<file path="config.mk">
export PLATFORM = sky130hd
export DESIGN_NAME = imem_loader
export DESIGN_NICKNAME = d
export VERILOG_FILES = /design/src/rtl/imem_loader.sv
export SDC_FILE = /design/constraint.sdc
export NUM_CORES = 1
export LEC_CHECK = 0
export ABC_AREA = 1
export BUFFER_PORTS_ARGS = -buffer_cell sky130_fd_sc_hd__buf_2
export CORE_ASPECT_RATIO = 0.7
export CORE_MARGIN = 1.5
export CORE_UTILIZATION = 35
export DETAILED_ROUTE_END_ITERATION = 8
export PLACE_DENSITY = 0.62
export SLEW_MARGIN = 20
export SYNTH_ARGS = -nofsm -noshare
export SYNTH_HDL_FRONTEND = slang
export SYNTH_SLANG_ARGS = --single-unit
</file>
<file path="constraint.sdc">
create_clock -name CLK -period 2.6 [get_ports CLK]
set_input_delay 0.52 -clock CLK [delete_from_list [all_inputs] [get_ports CLK]]
set_output_delay 0.52 -clock CLK [all_outputs]
set_load 0.05 [all_outputs]
</file>
<file path="src/rtl/imem_loader.sv">
// Byte-stream IMEM loader: length header, then 32-bit words written to sequential IMEM addresses.
// Optional trailing XOR checksum byte is enabled by defining IMEM_LOADER_CHECKSUM_EN.
module imem_loader #(
  parameter int unsigned IMEM_SIZE  = 256,
  parameter bit          BIG_ENDIAN = 1'b1
) (
  input  logic        CLK,
  input  logic        RST,
  input  logic        Start,
  input  logic [7:0]  RxData,
  input  logic        RxValid,
  output logic        RxReady,
  output logic        WE,
  output logic [31:0] W_Addr,
  output logic [31:0] W_Ins,
  output logic        Hold,
  output logic        Done,
  output logic        Err,
  output logic [31:0] WordCnt
);

  localparam int unsigned WORD_W = 32;
  localparam int unsigned BYTE_W = 8;

  typedef enum logic [2:0] {
    S_IDLE,
    S_LEN,
    S_DATA,
`ifdef IMEM_LOADER_CHECKSUM_EN
    S_CSUM,
`endif
    S_DONE,
    S_ERR
  } state_t;

  // State after a complete payload: checksum byte if enabled, else done.
`ifdef IMEM_LOADER_CHECKSUM_EN
  localparam state_t S_FINISH = S_CSUM;
`else
  localparam state_t S_FINISH = S_DONE;
`endif

  state_t              state_q, state_d;
  logic [1:0]          byte_cnt_q, byte_cnt_d;
  logic [WORD_W-1:0]   len_q, len_d;
  logic [WORD_W-1:0]   shift_q, shift_d;
  logic [WORD_W-1:0]   word_cnt_d;
  logic [WORD_W-1:0]   addr_d, ins_d;
  logic                we_d, rdy_d, hold_d, done_d, err_d;
  logic                accept;
  logic [WORD_W-1:0]   len_next, shift_next;
`ifdef IMEM_LOADER_CHECKSUM_EN
  logic [BYTE_W-1:0]   csum_q, csum_d;
`endif

  // State and registered outputs.
  always_ff @(posedge CLK) begin
    if (RST) begin
      state_q    <= S_IDLE;
      byte_cnt_q <= 2'd0;
      len_q      <= '0;
      shift_q    <= '0;
      WordCnt    <= '0;
      WE         <= 1'b0;
      W_Addr     <= '0;
      W_Ins      <= '0;
      RxReady    <= 1'b0;
      Hold       <= 1'b0;
      Done       <= 1'b0;
      Err        <= 1'b0;
`ifdef IMEM_LOADER_CHECKSUM_EN
      csum_q     <= '0;
`endif
    end else begin
      state_q    <= state_d;
      byte_cnt_q <= byte_cnt_d;
      len_q      <= len_d;
      shift_q    <= shift_d;
      WordCnt    <= word_cnt_d;
      WE         <= we_d;
      W_Addr     <= addr_d;
      W_Ins      <= ins_d;
      RxReady    <= rdy_d;
      Hold       <= hold_d;
      Done       <= done_d;
      Err        <= err_d;
`ifdef IMEM_LOADER_CHECKSUM_EN
      csum_q     <= csum_d;
`endif
    end
  end

  assign accept     = RxValid && RxReady;
  // Header is always big-endian; data word order follows BIG_ENDIAN.
  assign len_next   = {len_q[WORD_W-BYTE_W-1:0], RxData};
  assign shift_next = BIG_ENDIAN ? {shift_q[WORD_W-BYTE_W-1:0], RxData}
                                 : {RxData, shift_q[WORD_W-1:BYTE_W]};

  // Next-state and next-output logic.
  always_comb begin
    state_d    = state_q;
    byte_cnt_d = byte_cnt_q;
    len_d      = len_q;
    shift_d    = shift_q;
    word_cnt_d = WordCnt;
    we_d       = 1'b0;
    addr_d     = W_Addr;
    ins_d      = W_Ins;
`ifdef IMEM_LOADER_CHECKSUM_EN
    csum_d     = csum_q;
`endif

    case (state_q)
      S_IDLE, S_DONE, S_ERR: begin
        if (Start) begin
          state_d    = S_LEN;
          byte_cnt_d = 2'd0;
          len_d      = '0;
          shift_d    = '0;
          word_cnt_d = '0;
`ifdef IMEM_LOADER_CHECKSUM_EN
          csum_d     = '0;
`endif
        end
      end
      S_LEN: begin
        if (accept) begin
          len_d      = len_next;
          byte_cnt_d = byte_cnt_q + 2'd1;
`ifdef IMEM_LOADER_CHECKSUM_EN
          csum_d     = csum_q ^ RxData;
`endif
          if (byte_cnt_q == 2'd3) begin
            if (len_next == '0)                      state_d = S_FINISH;
            else if (len_next > WORD_W'(IMEM_SIZE))  state_d = S_ERR;
            else                                     state_d = S_DATA;
          end
        end
      end
      S_DATA: begin
        if (accept) begin
          shift_d    = shift_next;
          byte_cnt_d = byte_cnt_q + 2'd1;
`ifdef IMEM_LOADER_CHECKSUM_EN
          csum_d     = csum_q ^ RxData;
`endif
          if (byte_cnt_q == 2'd3) begin
            we_d       = 1'b1;
            ins_d      = shift_next;
            addr_d     = {WordCnt[WORD_W-3:0], 2'b00};
            word_cnt_d = WordCnt + WORD_W'(1);
            if (word_cnt_d == len_q) state_d = S_FINISH;
          end
        end
      end
`ifdef IMEM_LOADER_CHECKSUM_EN
      S_CSUM: begin
        if (accept) state_d = (RxData == csum_q) ? S_DONE : S_ERR;
      end
`endif
      default: state_d = S_IDLE;
    endcase

    rdy_d  = (state_d == S_LEN) || (state_d == S_DATA)
`ifdef IMEM_LOADER_CHECKSUM_EN
             || (state_d == S_CSUM)
`endif
             ;
    hold_d = (state_d != S_IDLE) && (state_d != S_DONE);
    done_d = (state_d == S_DONE);
    err_d  = (state_d == S_ERR);
  end

endmodule

</file>
Yosys cells after proc, flatten, opt, wreduce, memory -nomap -nowiden
Cells that the tools add are included.

Register bits after elaboration: 160. Bits of input ports: 12. Output and inout bits: 101. Logic and storage cells: 71.

$add $sub $neg: 2. $lt $le $gt $ge: 1. Equal/unequal tests: 16. Mux-type cells: 21. Bitwise operators: 2. Reductions and logical operators: 17.

Operator list (number): 2-to-1 mux 32 bit (4); one-hot mux 32 bit (2 select lines) (2); one-hot mux 24 bit (2 select lines) (1); adder 32 x 1 -> 32 bit, second input constant (1); equality test 32 bit (1); greater-than comparator 32 x 9 -> 1 bit, second input constant (1); logical NOT 32 bit (1); 2-to-1 mux 24 bit (1); 2-to-1 mux 3 bit (8); equality test 3 x 2 -> 1 bit, second input constant (4); AND reduction 3 bit (4); one-hot mux 3 bit (3 select lines) (1); != test 2 bit, second input constant (4); equality test 3 x 1 -> 1 bit, second input constant (2); equality test 3 bit, second input constant (2); nonzero test 2 bit (3); OR reduction 3 bit (2); 2-to-1 mux 2 bit (2); one-hot mux 2 bit (2 select lines) (1); AND reduction 4 bit (1); logical NOT 3 bit (1); != test 3 x 2 -> 1 bit, second input constant (1); nonzero test 3 bit (1); adder 2 x 1 -> 2 bit, second input constant (1); 7 further kinds (9).

Depth between registers and ports, before layout
Gate-level depths: netlist of the first run.

Depth after elaboration: 8. Depth in mapped cells: 18. Mapped depth without buffers: 18.

Worst setup path after synthesis of the first run
No wires, ideal clock.

Path kind: register to register. Start: register WordCnt[1]. End: register Hold. Library setup time: 0.114 ns. Data arrival time: 2.334 ns. Required time: 2.486 ns. Setup slack: 0.153 ns. Cell stages (with the launch flop): 17. Buffers on the path: 0. Period minus slack after synthesis: 2.447 ns. Cell sequence: dfxtp_1 -> ha_1 -> nand2_4 -> nor2_8 -> nand2_4 -> nor2_8 -> nand3_1 -> nand3_1 -> nand2_1 -> nor2_1 -> nand2_1 -> nor2_2 -> nand3_2 -> nand2_1 -> nand2_2 -> nand3_2 -> nand2_1.

Word-level cells in the longest chain between the ends: 8. Elaborated cells on any way between the ends: 9. Those cells by class: add/sub (1); eq/ne (2); mux (4); reduce/logical (2).

Ends and longest elaborated chain: from (decl) (RTL line 19) `output logic [31:0] WordCnt`; from (signal assigned) (RTL line 79) `WordCnt <= word_cnt_d;`; adder 32 x 1 -> 32 bit * (RTL line 151) `word_cnt_d = WordCnt + WORD_W'(1);`; equality test 32 bit * (RTL line 152) `if (word_cnt_d == len_q) state_d = S_FINISH;`; 2-to-1 mux 3 bit * (RTL line 152); 2-to-1 mux 3 bit * (RTL line 147) `if (byte_cnt_q == 2'd3) begin`; 2-to-1 mux 3 bit * (RTL line 141) `if (accept) begin`; one-hot mux 3 bit (3 select lines) * (RTL line 113) `case (state_q)`; != test 3 x 2 -> 1 bit or nonzero test 3 bit (tied branches) (RTL line 169) `hold_d = (state_d != S_IDLE) && (state_d != S_DONE);`; logical AND 1 bit * (RTL line 169); to (signal assigned) (RTL line 84) `Hold <= hold_d;`; to (decl) (RTL line 16) `output logic Hold,`.

Mark *: on every way between the ends. The rest lies on a longest branch, timed or not. A chain may end at the register's enable or synchronous reset.

Worst setup path in the final report of the first run
Start: register WordCnt[0]. End: register Hold.

Same word-level chain as after synthesis.

==> results of run 1 <==
## final cells by class
| class | count | area [um2] |
|---|---|---|
| fillers | 2288 | 12400 |
| repair buffers | 134 | 793 |
| flip-flops and latches | 160 | 3210 |
| clock buffers | 18 | 439 |
| clock inverters | 14 | 171 |
| inverters | 115 | 432 |
| well taps | 282 | 353 |
| multi-input cells | 790 | 3860 |
## layout by cell type, fill, tap and decap left out, types with 9 or more instances in the layout
cell type	count
inv_1	110
a211oi_1	41
nor2_1	81
nand2_1	278
buf_2	110
a21oi_1	123
o21ai_0	55
nand3_1	137
nand2_2	11
nor2_2	13
dfxtp_1	158
clkbuf_16	17
buf_4	19
nand4_1	9
## worst register-to-register path: stages, from the launching register on
cell and delay, ns:
dfxtp_1 0.36, ha_1 0.24, nand2_4 0.10, nor2_8 0.18
nand2_4 0.11, nor2_8 0.21, nand2_2 0.09, nand2_1 0.08
nand2_1 0.06, nand2_1 0.06, nand2_1 0.05, nor2_1 0.18
nand2_1 0.10, nor2_2 0.10, nand3_2 0.10, nand2_1 0.08
nand2_2 0.06, nand3_2 0.07, nand2_1 0.07
## power by group through the flow
stage / sequential, W / combinational [W] / clock (W)
2_1_floorplan: 0.00264 / 0.000422 / 0
3_3_place_gp: 0.00266 / 0.000596 / 0
3_5_place_dp: 0.00266 / 0.000597 / 0
4_1_cts: 0.00260 / 0.000603 / 0.00267
5_1_grt: 0.00261 / 0.000683 / 0.00278
6_report: 0.00260 / 0.000611 / 0.00262
## per-stage QoR
stage / cell area (um2) / setup WS, ns / hold WS [ns]
2_1_floorplan: 7700 / 0.153 / 0.439
3_3_place_gp: 8630 / 0.171 / 0.453
6_report: 9250 / 0.190 / 0.353
4_1_cts: 9240 / 0.205 / 0.350
5_1_grt: 9250 / 0.00326 / 0.342
3_5_place_dp: 8630 / 0.132 / 0.455
## worst max path at each step
stage | cells after the start | startpoint | slack [ns] | endpoint
final | 18 | WordCnt[0]$_SDFFE_PP0P_ | 0.19 | Hold$_SDFF_PP0_
after global routing | 16 | WordCnt[0]$_SDFFE_PP0P_ | 0.003 | Hold$_SDFF_PP0_
after CTS | 18 | WordCnt[0]$_SDFFE_PP0P_ | 0.21 | Hold$_SDFF_PP0_
after detailed placement | 16 | RxValid | 0.13 | Hold$_SDFF_PP0_
after global placement | 16 | RxValid | 0.17 | Hold$_SDFF_PP0_
after floorplan | 16 | WordCnt[1]$_SDFFE_PP0P_ | 0.15 | Hold$_SDFF_PP0_
## registers in the layout, indices dropped and copies added, names as in the netlist, 2 cells and up
register	flops
byte_cnt_q	2
WordCnt	32
W_Addr	30
len_q	32
shift_q	24
state_q	3
W_Ins	32
## timing repair
action | 4_1_cts | 5_1_grt
endpoints found under the hold margin | 0 | 0
endpoints found under the setup margin | 0 | 1
gates resized for setup | 0 | 4
## routing by layer
layer | wire [um] | vias to the layer above
li1 | - | 3874
met1 | 12300 | 3494
met2 | 9370 | 354
met3 | 2580 | 26
met4 | 250 | 0
met5 | 0 | -
## cells by family after synthesis
kind of cell	synth area share [%]
buffers and inverters	8.44
xor gates and xnor gates	0.228
DFF	41.6
adders and majority gates	0.325
other	0.0487
and+or+nand+nor	33.4
AOI/OAI and AO/OA	15.9
==> results.md, run 1 <==
- Status: complete, but fails checks
- Violated checks: DRC
- Critical path data arrival time: roughly 2.7 ns
- Die H: 127 um
- Crit start category: register
- DR WL/cell: 16.2 um
- GR peak layer: met1
- Worst ir drop on vdd: a little over 500 uV
- Width of the die: 180 um
- Non-Filler Instances: 1513
- Vias: about 7700
- Most frequent CP cell: nand2_1
- Post-CTS setup buffer count: 0
- Area grow syn2layout: 20.3%
- Pwr dens: 631 nW/um2
- FMAX: 0.415 GHz
- Ranking of synthesized cells by area: dfxtp_1 42%, nand2_1 14%, nand3_1 9.0%, a21oi_1 8.0%, inv_1 5.4%
- Hold Crit Start: RxData[2]
- Hold Violations, Final: 0
- Syn_area_per_cell: 6.89 um2
- Drt initial violations: between 800 and 900
- Worst slew margin: a little over three fifths
- Clock share of power: 45.0%
- Layout cell share with drive strength beyond 1: 18.0%
- Worst-skew pair later-pin latency: 0.44 ns
- Switching pwr: ~0.0016 W
- Die area: 22900 um2
- Fraction of registers with async set/reset: 0%
- Critical path class: reg -> reg
- Initial antenna violation count: 0
- Internal power: 0.00420 W
- Hold Path Stages: 3
- Logic pwr share: 10.5%
- Layout Skew: about 0.012 ns
- Worst-Margin Slew: 0.551 ns
- Switching share of power: 28.1%
- Port Buffers: 110
- Reg clk slew, reported paths: 0.07 ns
- Synth warn: 0
- DR pass1 iterations: 8
- Largest net degree at the start of global routing: 94
- Crit path max-delay family: simple AND/OR/NAND/NOR gates
- Seq pwr share: 44.6%
- Synth cell types: 31
- Delay of the slowest cell on the worst path: approximately 0.36 ns
- Root buffer cell: clkbuf_16
- CTS buffer count: 17
- Most common cell in the synthesized netlist: nand2_1
- Rows: 45
- Nature of the critical path endpoint: register
- Total Power: 0.00584 W
- Top cell type's share of synthesized area: 41.6%
- Diodes inserted: 0
- Synth area leader: dfxtp_1
- Clock sink count: 160
- Initial core utilization: 35.6%
- Cell depth of the worst flop-to-flop path: 18
- Global-route met2 utilization: 28.2%
- Io pins: 113
- M1 GR Usage: 33.6%
- Slowest cell on crit path: dfxtp_1
- Total grt overflow: 0
- Hold endpoint: W_Ins[2]$_SDFFE_PP0P_
- Number of flops mapped to enable cells by yosys: 0
- Max-slew violation count: 0
- Sequential-to-total area share from yosys stat: 41.6%
- R2R Path End: Hold$_SDFF_PP0_
- Vias in the first global route: around 6900
- Clk buf depth: 2
- Setup TNS: 0 ns
- Buffers and inverters on the worst path: 0
- Leakage power: ~4.1 nW
- RSZ-0062 raised after global routing: false
- Final #Nets: 1232
- Core outline area: 21600 um2
- Max-Cap Viols: 0
- DRC: 4
- Synthesized cell area: 7690 um2
- Final Util: a little over two fifths
- Hpwl dp: 17.7 mm
- Antenna-violating nets left: 0
- Ys flop type: dfxtp_1
- Crit Path Max Fanout: 7
- Placer congestion estimate: 0.997
- H-Tree Depth: 4
- Worst EP required: approximately 3 ns
- Period utilisation layout: 92.7%
- Top cells by count, synth: 278 x nand2_1, 160 x dfxtp_1, 138 x nand3_1
- DP Cell Count: about 1500
- Total GRT Usage: 21.5%
- Final setup violation count: 0
- HP Class: in -> reg
- CP cell instances: ha_1 > nand2_4 > nor2_8 > nand2_4 > nor2_8 > nand2_2 > nand2_1 > nand2_1 > nand2_1 > nand2_1 > nor2_1 > nand2_1 > nor2_2 > nand3_2 > nand2_1 > nand2_2 > nand3_2 > nand2_1
- Vias/cell: 5.12
- Yosys reg bits: between 150 and 200
- Final Critical Period: 2.41 ns
- Syn Inst Count: between 1000 and 1500
- First-pass GRT wire length: 38.6 mm
- Start of the worst register-to-register path: WordCnt[0]$_SDFFE_PP0P_
- Routed WL: around 25 mm
- Hold_buf cts: 0
- Flop-to-flop setup slack: 0.19 ns
- Met3 global-route usage: 6.16%
- CTS tree: yes
No activity file was read; power rests on OpenSTA's default activity.
==> run 2, diff against run 1 <==
- RECOVER_POWER: not set -> 100
==> results.md, run 2 (synthesized netlist as in run 1, its figures left out) <==
- Largest net degree at the start of global routing: 94 (unchanged)
- Root buffer cell: clkbuf_16
- Placer congestion estimate: 0.997 (unchanged)
- First-pass GRT wire length: 38.6 mm (unchanged)
- Final setup violation count: 0 (unchanged)
- Critical path data arrival time: 2.74 ns (about the same)
- Layout cell share with drive strength beyond 1: 9.59% (-8.4 points)
- Hold Path Stages: 3 (unchanged)
- DR pass1 iterations: 9 (+1)
- RSZ-0062 raised after global routing: false
- Total GRT Usage: 21.5% (unchanged)
- Drt initial violations: 890 (+4.2%)
- Hold_buf cts: 0 (unchanged)
- Reg clk slew, reported paths: 0.07 ns (about the same)
- Final Util: 42.1% (-0.74 points)
- Setup TNS: 0 ns (unchanged)
- Core outline area: 21600 um2 (unchanged)
- Total Power: 0.00583 W (-0.12%)
- Leakage power: 3.63 nW (-11%)
- Most frequent cells in the layout: 278 x nand2_1, 158 x dfxtp_1, 138 x nand3_1, 123 x a21oi_1, 111 x inv_1
- Vias in the first global route: 6946 (unchanged)
- Critical path class: reg -> reg
- Commonest non-fill, non-tap cell in the layout: nand2_1
- Hpwl dp: 17.7 mm (unchanged)
- Io pins: 113 (unchanged)
- Worst-Margin Slew: 0.751 ns (+0.201 ns)
- Antenna-violating nets left: 0 (unchanged)
- Hold Violations, Final: 0 (unchanged)
- Final #Nets: 1232 (unchanged)
- FMAX: 0.413 GHz (-0.49%)
- CTS buffer count: 17 (unchanged)
- Non-Filler Instances: 1513 (unchanged)
- DR WL/cell: 16.3 um (+0.48%)
- Final Critical Period: 2.42 ns (+0.0118 ns)
- HP Class: in -> reg
- Filler cells: 2340 (+2.3%)
- Rows: 45 (unchanged)
- DRC: 4 (unchanged)
- Crit Path Max Fanout: 7 (unchanged)
- CTS tree: yes
- Die area: 22900 um2 (unchanged)
- Crit start category: register
- Die H: 127 um (unchanged)
- Clock sink count: 160 (unchanged)
- Nature of the critical path endpoint: register
- Port Buffers: 110 (unchanged)
- Diodes inserted: 0 (unchanged)
- Cell depth of the worst flop-to-flop path: 18 (unchanged)
- Max-Cap Viols: 0 (unchanged)
- Biggest regs: W_Ins x32, WordCnt x32, len_q x32
- Clk buf depth: 2 (unchanged)
- Worst ir drop on vdd: 500 uV (-0.99%)
- Vias/cell: 5.12 (about the same)
- Layout Skew: 0.0158 ns (+0.00398 ns)
- DP Cell Count: 1481 (unchanged)
- Violated checks: DRC
- Status: complete, but fails checks
- Area grow syn2layout: 18.2%
- DP Worst Slack: 0.132 ns (unchanged)
- Routed WL: 24.6 mm (+0.48%)
- Worst EP required: 2.92 ns (about the same)
- Initial antenna violation count: 0 (unchanged)
- Total grt overflow: 0 (unchanged)
- H-Tree Depth: 4 (unchanged)
- Vias: 7744 (-0.052%)
- Initial core utilization: 35.6% (unchanged)
- Max-slew violation count: 0 (unchanged)
- Period utilisation layout: 93.1% (+0.45 points)
- Width of the die: 180 um (unchanged)
- Final Worst Setup Slack: 0.179 ns (-0.0118 ns)
- Pwr dens: 641 nW/um2 (+1.6%)
- Worst slew margin: 49.9% (-13 points)
- Worst-skew pair later-pin latency: 0.44 ns (about the same)
-- run 2: path summary, 6_finish.rpt --
path                            startpoint                       end  slack (ns)
setup / recovery   WordCnt[0]$_SDFFE_PP0P_           Hold$_SDFF_PP0_        0.18
hold / removal                   RxData[2]     W_Ins[2]$_SDFFE_PP0P_        0.35
setup reg to reg   WordCnt[0]$_SDFFE_PP0P_           Hold$_SDFF_PP0_        0.18
hold reg to reg   shift_q[16]$_SDFFE_PP0P_  shift_q[16]$_SDFFE_PP0P_        0.46
-- run 2: final cells by class --
cell class	instances	area, um2	area share [%]
clock buffers	18	439	4.83
clock inverters	14	171	1.89
inverters	115	432	4.75
multi-input cells	790	3850	42.4
flip-flops and latches	160	3210	35.3
well taps	282	353	3.88
repair buffers	134	641	7.05
-- run 2: what timing repair did --
action / CTS / global route
setup buffers: 0 / 0
gates resized for setup: 0 / 4
endpoints found under the setup margin: 0 / 1
-- run 2: power by group --
part	switching, W	internal, W
clock network	0.00116	0.00148
registers	0.0000678	0.00253
logic	0.000423	0.000172
-- run 2: stage by stage --
step                      instance area [um2]  hold WS [ns]
after floorplan                          7700         0.439
after detailed placement                 8630         0.455
after CTS                                9240         0.350
final                                    9090         0.354
after global placement                   8630         0.453
after global routing                     9090         0.342
-- run 2: critical path, stage by stage (launching register included) --
cell     delay, ns
dfxtp_1       0.36
ha_1          0.24
nand2_4       0.10
nor2_8        0.18
nand2_4       0.11
nor2_8        0.20
nand2_2       0.09
nand2_1       0.09
nand2_1       0.06
nand2_1       0.06
nand2_1       0.04
nor2_1        0.19
nand2_1       0.11
nor2_2        0.10
nand3_2       0.09
nand2_1       0.08
nand2_2       0.06
nand3_2       0.06
nand2_1       0.07
-- run 2: metal layers --
layer / vias to the layer above / global-route usage (%) / share of wire (%)
li1: 3878 / - / -
met2: 312 / 28.2 / 38
met4: 0 / 5.14 / 1.2
met5: - / 0 / 0
met3: 28 / 6.16 / 9.6
met1: 3526 / 33.6 / 51
==> run 3, diff against run 2 <==
- CTS_CLUSTER_DIAMETER: not set -> 120
- clock period: 2.6 -> 2.5 ns (I/O delays scaled with it)
==> results.md, run 3 (synthesized netlist as in run 1, its figures left out) <==
- Total grt overflow: 0 (unchanged)
- Final Util: 42.0% (-0.058 points)
- Die H: 127 um (unchanged)
- Setup TNS: 0 ns (unchanged)
- Status: complete, but fails checks
- Final Critical Period: 2.35 ns (-0.0754 ns)
- HP Class: in -> reg
- Critical path data arrival time: 2.67 ns (-0.07 ns)
- Worst-Margin Slew: 0.765 ns (+0.0140 ns)
- Filler cells: 2345 (+0.21%)
- Layout cell share with drive strength beyond 1: 10.1% (+0.54 points)
- DR WL/cell: 16.1 um (-1.3%)
- Crit start category: register
- Vias: 7782 (+0.49%)
- Core outline area: 21600 um2 (unchanged)
- Largest net degree at the start of global routing: 72 (-23%)
- Max-slew violation count: 0 (unchanged)
- Reg clk slew, reported paths: 0.07 ns (about the same)
- Vias in the first global route: 6945 (-0.014%)
- CTS buffer count: 17 (unchanged)
- Initial core utilization: 35.6% (unchanged)
- Drt initial violations: 799 (-10%)
- Internal power: 0.00416 W (-0.50%)
- Placer congestion estimate: 0.971 (-2.6%)
- First-pass GRT wire length: 38.6 mm (about the same)
- Root buffer cell: clkbuf_16
- Leakage power: 3.62 nW (-0.17%)
- DP Worst Slack: 0.148 ns (+0.0162 ns)
- Layout Skew: 0.00940 ns (-0.00643 ns)
- Seq pwr share: 46.7% (+2.1 points)
- Most frequent cells in the layout: 277 x nand2_1, 159 x dfxtp_1, 137 x nand3_1, 123 x a21oi_1, 110 x inv_1
- Logic pwr share: 10.5% (+0.3 points)
- Io pins: 113 (unchanged)
- Hold Violations, Final: 0 (unchanged)
- Diodes inserted: 0 (unchanged)
- Final setup violation count: 0 (unchanged)
- Worst EP required: 2.82 ns (-0.10 ns)
- Nature of the critical path endpoint: register
- Port Buffers: 110 (unchanged)
- Hold_buf cts: 0 (unchanged)
- Clock sink count: 160 (unchanged)
- RSZ-0062 raised after global routing: false
- Area after DPL: 8660 um2 (+0.35%)
- Total GRT Usage: 21.5% (-0.072 points)
- Switching pwr: 0.00166 W (+0.72%)
- DR pass1 iterations: 9 (unchanged)
- Clock share of power: 42.8% (-2.4 points)
- Post-CTS setup buffer count: 0 (unchanged)
- Vias/cell: 5.13 (+0.23%)
- Width of the die: 180 um (unchanged)
- Pwr dens: 641 nW/um2 (about the same)
- Final #Nets: 1236 (+0.32%)
- FMAX: 0.426 GHz (+3.2%)
- Switching share of power: 28.5% (+0.25 points)
- Routed WL: 24.4 mm (-1.0%)
- Clk buf depth: 2 (unchanged)
- Period utilisation layout: 93.8% (+0.71 points)
- Worst slew margin: 49.0% (-0.94 points)
- Final Worst Setup Slack: 0.154 ns (-0.0246 ns)
- Rows: 45 (unchanged)
- Critical path class: reg -> reg
- Antenna-violating nets left: 0 (unchanged)
- Area grow syn2layout: 18.0%
- Crit Path Max Fanout: 7 (unchanged)
- Commonest non-fill, non-tap cell in the layout: nand2_1
- DRC: 4 (unchanged)
- Worst ir drop on vdd: 421 uV (-16%)
- CTS tree: yes
- Finished Cell Area: 9080 um2 (-0.14%)
- Die area: 22900 um2 (unchanged)
- Hpwl dp: 17.7 mm (-0.33%)
- Worst-skew pair later-pin latency: 0.43 ns (about the same)
- Violated checks: DRC
- Initial antenna violation count: 0 (unchanged)
- H-Tree Depth: 4 (unchanged)
- Max-Cap Viols: 0 (unchanged)
- Biggest regs: W_Ins x32, WordCnt x32, len_q x32
==> run 3: changes by cell type in the layout (fill, tap and decap cells not counted), sizes merged <==
| cell | delta |
|---|---|
| clkbuf | +1 |
| bufinv | -2 |
| clkinvlp | +2 |
| clkinv | -1 |
| buf | +4 |
==> run 3: critical path, cell delays in order (launching register included) <==
cell and delay (ns):
dfxtp_1 0.44, nand2_1 0.18, nor2_1 0.25, nand2_1 0.18, nor2_1 0.21, nand3_1 0.12, nand2_1 0.11, nor2_1 0.04
nor2_1 0.10, nand2_1 0.07, nor2_2 0.16, nand3_2 0.12, nand2_1 0.08, nand2_2 0.06, nand3_2 0.06, nand2_1 0.05
==> run 3: layer usage <==
layer  share of wire [%]  vias up  wire (um)  GRT usage, %
li1                    -     3885          -             -
met3                 8.6       29       2090          4.96
met4                 1.1        0        277          5.49
met1                  52     3557      12800          34.0
met2                  38      311       9220          28.3
met5                   0        -          0             0
==> run 3: path summary, 6_finish.rpt <==
path	startpoint	endpoint	slack [ns]	cells after the start
setup reg to reg	WordCnt[16]$_SDFFE_PP0P_	Hold$_SDFF_PP0_	0.15	15
hold reg to reg	shift_q[17]$_SDFFE_PP0P_	shift_q[17]$_SDFFE_PP0P_	0.46	2
setup / recovery	WordCnt[16]$_SDFFE_PP0P_	Hold$_SDFF_PP0_	0.15	15
hold / removal	RxData[3]	W_Ins[3]$_SDFFE_PP0P_	0.33	3
==> run 3: metrics by stage <==
step / std cells / hold slack, ns / total power [W]
6_report: 1517 / 0.326 / 0.00582
5_1_grt: 1517 / 0.322 / 0.00607
4_1_cts: 1517 / 0.317 / 0.00588
3_5_place_dp: 1485 / 0.454 / 0.00339
3_3_place_gp: 1485 / 0.452 / 0.00339
2_1_floorplan: 1118 / 0.439 / 0.00319
==> run 3: timing repair <==
item	4_1_cts	5_1_grt
setup endpoints to repair	0	3
endpoints found under the hold margin	0	0
gates resized for setup	0	7
==> run 3: layout make-up <==
class / instances / area [um2] / area share, %
tap: 282 / 353 / 3.89
inverter: 115 / 432 / 4.75
multi-input combinational: 790 / 3870 / 42.6
timing repair buffer: 138 / 663 / 7.30
sequential: 160 / 3200 / 35.3
clock buffer: 19 / 453 / 4.99
clock inverter: 13 / 104 / 1.14
==> run 3: power by group through the flow <==
stage	Sequential, W	Clock, W	Combinational [W]
6_report	0.00272	0.00249	0.000611
5_1_grt	0.00272	0.00266	0.000688
4_1_cts	0.00271	0.00255	0.000619
3_5_place_dp	0.00277	0	0.000617
3_3_place_gp	0.00277	0	0.000615
2_1_floorplan	0.00275	0	0.000439
